### src/rtl/node_packet_queue.sv
// Node-side packet staging: TX FIFO with IDLE/OFFER/GAP offer FSM toward router_core,
// RX holding register with overrun flag. Optional drop counter: NODE_QUEUE_DROP_CNT_EN.
module node_packet_queue #(
   parameter int DEPTH = 4,
   parameter int PTR_W = 2
) (
   input  logic              Clk_R,
   input  logic              Rst,
   input  logic              Node_Wr_En,
   input  logic [28:0]       Node_Wr_Data,
   output logic              Node_Full,
   output logic [PTR_W:0]    Node_Count,
   output logic [28:0]       Packet_From_Node,
   output logic              Packet_From_Node_Valid,
   input  logic              Core_Load_Ack,
   input  logic [23:0]       Packet_To_Node,
   input  logic              Packet_To_Node_Valid,
   output logic [23:0]       Rx_Packet,
   output logic              Rx_Valid,
   input  logic              Rx_Read,
   output logic              Rx_Overrun,
   output logic              Ack_Err
`ifdef NODE_QUEUE_DROP_CNT_EN
   ,
   output logic [7:0]        Drop_Count
`endif
);

   typedef enum logic [1:0] {IDLE, OFFER, GAP} state_t;

   state_t            state_q, state_d;
   logic [28:0]       mem_q [DEPTH];
   logic [PTR_W-1:0]  rd_ptr_q, rd_ptr_d, wr_ptr_q, wr_ptr_d;
   logic [PTR_W:0]    count_q, count_d;
   logic              full_q, full_d;
   logic              ack_err_q, ack_err_d;
   logic [23:0]       rx_pkt_q, rx_pkt_d;
   logic              rx_valid_q, rx_valid_d;
   logic              rx_ovr_q, rx_ovr_d;
   logic              wr_accept, pop;

   // Full is the registered flag, so a same-cycle pop never frees room for a write.
   assign wr_accept = Node_Wr_En && !full_q;
   assign pop       = (state_q == OFFER) && Core_Load_Ack;

   always_ff @(posedge Clk_R) begin
      if (wr_accept) mem_q[wr_ptr_q] <= Node_Wr_Data;
   end

   always_comb begin
      wr_ptr_d  = wr_ptr_q;
      rd_ptr_d  = rd_ptr_q;
      count_d   = count_q;
      if (wr_accept) wr_ptr_d = wr_ptr_q + PTR_W'(1);
      if (pop)       rd_ptr_d = rd_ptr_q + PTR_W'(1);
      count_d   = count_q + (PTR_W+1)'(wr_accept) - (PTR_W+1)'(pop);
      full_d    = (count_d == (PTR_W+1)'(DEPTH));
      ack_err_d = ack_err_q || (Core_Load_Ack && (state_q != OFFER));
   end

   // FSM: state register
   always_ff @(posedge Clk_R or posedge Rst) begin
      if (Rst) state_q <= IDLE;
      else     state_q <= state_d;
   end

   // FSM: next state
   always_comb begin
      state_d = state_q;
      case (state_q)
         IDLE:    if (count_q != '0) state_d = OFFER;
         OFFER:   if (Core_Load_Ack) state_d = GAP;
         GAP:     state_d = (count_q != '0) ? OFFER : IDLE;
         default: state_d = IDLE;
      endcase
   end

   // FSM: outputs
   always_comb begin
      Packet_From_Node_Valid = 1'b0;
      Packet_From_Node       = '0;
      if (state_q == OFFER) begin
         Packet_From_Node_Valid = 1'b1;
         Packet_From_Node       = mem_q[rd_ptr_q];
      end
   end

   // A read coincident with a new pulse consumes the old packet, so no overrun.
   always_comb begin
      rx_pkt_d   = rx_pkt_q;
      rx_valid_d = rx_valid_q;
      rx_ovr_d   = rx_ovr_q;
      if (Packet_To_Node_Valid) begin
         rx_pkt_d   = Packet_To_Node;
         rx_valid_d = 1'b1;
         if (rx_valid_q && !Rx_Read) rx_ovr_d = 1'b1;
      end else if (Rx_Read) begin
         rx_valid_d = 1'b0;
      end
   end

   always_ff @(posedge Clk_R or posedge Rst) begin
      if (Rst) begin
         rd_ptr_q   <= '0;
         wr_ptr_q   <= '0;
         count_q    <= '0;
         full_q     <= 1'b0;
         ack_err_q  <= 1'b0;
         rx_pkt_q   <= '0;
         rx_valid_q <= 1'b0;
         rx_ovr_q   <= 1'b0;
      end else begin
         rd_ptr_q   <= rd_ptr_d;
         wr_ptr_q   <= wr_ptr_d;
         count_q    <= count_d;
         full_q     <= full_d;
         ack_err_q  <= ack_err_d;
         rx_pkt_q   <= rx_pkt_d;
         rx_valid_q <= rx_valid_d;
         rx_ovr_q   <= rx_ovr_d;
      end
   end

   assign Node_Full  = full_q;
   assign Node_Count = count_q;
   assign Ack_Err    = ack_err_q;
   assign Rx_Packet  = rx_pkt_q;
   assign Rx_Valid   = rx_valid_q;
   assign Rx_Overrun = rx_ovr_q;

`ifdef NODE_QUEUE_DROP_CNT_EN
   logic [7:0] drop_cnt_q, drop_cnt_d;

   always_comb begin
      drop_cnt_d = drop_cnt_q;
      if (Node_Wr_En && full_q && (drop_cnt_q != 8'hFF)) drop_cnt_d = drop_cnt_q + 8'd1;
   end

   always_ff @(posedge Clk_R or posedge Rst) begin
      if (Rst) drop_cnt_q <= '0;
      else     drop_cnt_q <= drop_cnt_d;
   end

   assign Drop_Count = drop_cnt_q;
`endif

endmodule

### config.mk
export PLATFORM = sky130hd
export DESIGN_NAME = node_packet_queue
export DESIGN_NICKNAME = d
export VERILOG_FILES = /design/src/rtl/node_packet_queue.sv
export SDC_FILE = /design/constraint.sdc
export NUM_CORES = 1
export LEC_CHECK = 0
export ABC_AREA = 1
export BUFFER_PORTS_ARGS = -buffer_cell sky130_fd_sc_hd__buf_2
export CAP_MARGIN = 30
export CORE_MARGIN = 8
export CORE_UTILIZATION = 38
export CTS_CLUSTER_SIZE = 14
export DETAILED_ROUTE_END_ITERATION = 6
export PLACE_DENSITY_LB_ADDON = 0.3
export SETUP_SLACK_MARGIN = 0.5
export SLEW_MARGIN = 25
export SYNTH_ARGS = -nofsm -noshare
export SYNTH_HDL_FRONTEND = slang
export SYNTH_SLANG_ARGS = --single-unit
export TNS_END_PERCENT = 20
### constraint.sdc
create_clock -name Clk_R -period 2.8 [get_ports Clk_R]
set_clock_uncertainty 0.1 [all_clocks]
set_input_delay 0.56 -clock Clk_R [delete_from_list [all_inputs] [get_ports Clk_R]]
set_output_delay 0.56 -clock Clk_R [all_outputs]
set_load 0.01 [all_outputs]
==> impl_metrics.py <==
metrics = {
    "run_status": {
        "outcome": "complete, no violations",
    },
    "global_routing": {
        "global_route.overflow_total": 0,
        "grt_use_met1": 0.167,
        "grt_first_pass_wirelength_um": 23400,
        "top_usage_layer": "met2",
        "grt_pass1_vias": 4465,
        "grt_usage": 0.139,
        "maximum_number_of_pins_on_one_net_before_global_route_repair": 38,
        "initial_antenna_violation_count": 2,
        "grt_util_met2": 0.227,
        "groute.layer.met3.usage": 0.0535,
    },
    "detailed_routing": {
        "drt_iter0_markers": 215,
        "routed_wire_length_per_instance_um": 14.5,
        "antenna_violating_nets_post_route": 0,
        "routed_via_density": 4.36,
        "drc": 0,
        "num_vias": 4349,
        "finalWirelength_um": 14500,
        "detailedRoute.firstPassIterationCount": 4,
    },
    "layout": {
        "final.fill_count": 1550,
        "final_layout_size_suffix_gt1_frac": 0.270,
        "multi_input_area_um2": 1510,
        "seqCellArea_um2": 4410,
        "antenna_cells": 0,
        "finalCoreUtilization": 0.495,
        "syn_to_final_growth_pct": 27.5,
        "final_non_filler_cell_area_um2": 8210,
        "finalNetCount": 831,
    },
    "timing": {
        "final.setup.tns_ns": 0,
        "rsz0062_at_grt": "true",
        "achievable-frequency_ghz": 0.438,
        "hold_viol": 0,
        "layout_setup_ws_ns": 0.519,
        "slew-limit-headroom": 0.678,
        "final_min_period_over_clock_period": 0.815,
        "timing_worst_slew_pin_value_ns": 0.483,
        "fin_max_slew_vios": 0,
        "tmin_final_ns": 2.28,
        "setup_viols_final": 0,
    },
    "power_and_ir_drop": {
        "power_mw": 8.15,
        "power.share.sequential": 0.372,
        "power_report.internal_total_mw": 5.24,
        "static_leakage_nw": 3.94,
        "netSwitchingPower_mw": 2.91,
        "share_of_total_power_consumed_by_net_switching": 0.357,
        "share_of_total_power_in_combinational_logic": 0.367,
        "ir_drop_mv": 0.612,
        "power.density_cell_area_nw_per_um2": 993,
        "clockPowerShare": 0.261,
    },
    "clock_network": {
        "clock-sinks": 153,
        "cts-htree-levels": 4,
        "ctsRootBufferMaster": "clkbuf_16",
        "clk_latency_ns": 0.41,
        "ctsLongestPathBuffers": 2,
        "clkSlewWorstSetupHoldPaths_ns": 0.07,
        "tritoncts": "yes",
        "cts-buffers-inserted": 17,
    },
    "placement": {
        "post_dp_cell_area_um2": 7350,
        "dp_worst_setup_slack_ns": 0.421,
        "routabilityCongestion": 0.710,
        "place.port_buffers": 119,
        "place_hpwl_um": 8700,
    },
    "logic_synthesis": {
        "synth_area_per_cell_um2": 10.3,
        "synthFlopType": "edfxtp_1",
        "yosys.cell_types.count": 23,
        "yosys-mux-area-fraction": 0,
        "top_cells_by_count_synth": "nand2_1 (198), inv_1 (135), edfxtp_1 (116)",
        "yosys.area_share.adder": 0.0148,
        "synth.net_count": 694,
        "dominant_combinational_cell_family_by_area_after_synthesis": "simple AND/OR/NAND/NOR gates",
        "synth.top_cell.area_share": 0.541,
        "yosys.area_share.simple": 0.169,
        "yosysMostFrequentCell": "nand2_1",
        "post_synth_xor_area_fraction": 0.00272,
        "synth_compound_area_frac": 0.0274,
        "synth_top_area_cell": "edfxtp_1",
        "post_syn_instances": 628,
        "synth_top_cells_by_area": "edfxtp_1 (54%), dfrtp_1 (14%), nand2_1 (12%), inv_1 (7.9%), nand3_1 (4.6%)",
        "synth.yosys.seq_area_share": 0.685,
        "asyncSetResetFlopFracSynth": 0.242,
        "synth_edf_count": 116,
        "yosys_register_bits": 153,
        "syn-cell-area_um2": 6440,
        "yosys_warnings": 0,
    },
    "critical_path": {
        "setup.worst_path.class": "reg -> out",
        "critPathRequiredTime_ns": 2.14,
        "critical_path.top_delay_family": "flip-flops",
        "crit_path_cell_trace": "buf_8 -> nand2_1 -> nand3_1 -> a21oi_2 -> buf_2",
        "max_stage_delay_ns": 0.50,
        "setup.worst_path.start_class": "flop",
        "crit_buf_inv": 2,
        "crit_end_element": "output port",
        "slowest_stage": "dfrtp_2",
        "critPathMaxFanout": 28,
        "worst-endpoint-arrival_ns": 1.62,
    },
    "die": {
        "chipHeight_um": 146,
        "chipWidth_um": 146,
        "floorplan.core_area_um2": 16600,
        "rows": 47,
        "initial_utilization": 0.388,
        "ios": 120,
        "fp.dieArea_um2": 21400,
    },
    "min_path": {
        "min_path_type": "in -> async",
    },
    "flow_run": {
        "timing.max_cap.violations": 0,
    },
}
==> layer usage <==
metal | vias to the layer above | routed length [µm]
li1 | 2236 | -
met1 | 1984 | 6510
met2 | 107 | 6860
met3 | 18 | 953
met4 | 4 | 129
met5 | - | 18
==> what timing repair did <==
action                                  in CTS  in global routing
hold endpoints to repair                     0                  0
pin swaps                                    2                  6
gates cloned                                 4                  1
gates resized for setup                     25                 27
endpoints found under the setup margin      29                 29
hold buffers                                 0                  0
setup buffers                                4                  0
==> layout by cell type, fill, tap and decap left out, drive strengths merged <==
cell type	count
fa	1
nand2	198
o21ai	1
clkbuf	20
o22ai	1
nand3	59
clkinvlp	1
buf	143
a21oi	30
or2	1
edfxtp	116
dfrtp	37
inv	147
clkinv	3
xor2	2
nand3b	1
ha	6
o31ai	1
nor2	9
o21bai	1
==> worst paths after layout <==
path	slack, ns	to	cells after the start	from
worst max-delay path	0.52	Packet_From_Node[7]	5	rd_ptr_q[0]$_DFFE_PP0P_
worst min-delay path	0.15	Rx_Packet[23]$_DFFE_PP0P_	3	Rst
worst max register to register	0.70	Node_Full$_DFF_PP0_	8	state_q[0]$_DFFE_PP0P_
worst min register to register	0.37	Rx_Packet[17]$_DFFE_PP0P_	2	Rx_Packet[17]$_DFFE_PP0P_
max in group asynchronous	2.09	rd_ptr_q[0]$_DFFE_PP0P_	3	Rst
min in group Clk_R	0.24	Rx_Packet[11]$_DFFE_PP0P_	3	Packet_To_Node[11]
==> stage by stage <==
step                      instances  hold slack [ns]
after CTS                       997            0.140
after floorplan                 628            0.336
final                           998            0.147
after global placement          957            0.350
after detailed placement        957            0.354
after global routing            998            0.166
==> power groups by stage <==
stage,Sequential (mW),Combinational (mW),Clock (mW)
6_report,3.04,2.99,2.12
5_1_grt,3.07,3.34,2.28
4_1_cts,3.03,2.88,2.18
3_5_place_dp,3.05,2.57,0
3_3_place_gp,3.05,2.52,0
2_1_floorplan,3.07,1.58,0
==> worst min-delay path: stages <==
cell	delay, ns
buf_2	0.09
inv_1	0.04
buf_4	0.41
==> state kept, by name, summed over array words and instances (netlist names) <==
signal / cells
Ack_Err: 1
Rx_Packet: 24
wr_ptr_q: 2
rd_ptr_q: 2
mem_q: 116
Node_Full: 1
Rx_Overrun: 1
Rx_Valid: 1
Node_Count: 3
state_q: 2
==> cell families after synthesis <==
group                      after synthesis
and+or+nand+nor                        268
DFF                                    153
buffers and inverters                  164
AOI/OAI and AO/OA                       34
adders and majority gates                7
xor gates and xnor gates                 2
==> final cells by class <==
class / instances / share of cell area
inverter: 137 / 0.0641
sequential: 153 / 0.537
timing repair inverter: 1 / 0.000762
clock buffer: 19 / 0.0553
multi-input combinational: 311 / 0.183
tap: 220 / 0.0335
timing repair buffer: 144 / 0.113
clock inverter: 13 / 0.0125
No activity file was read; power rests on OpenSTA's default activity.
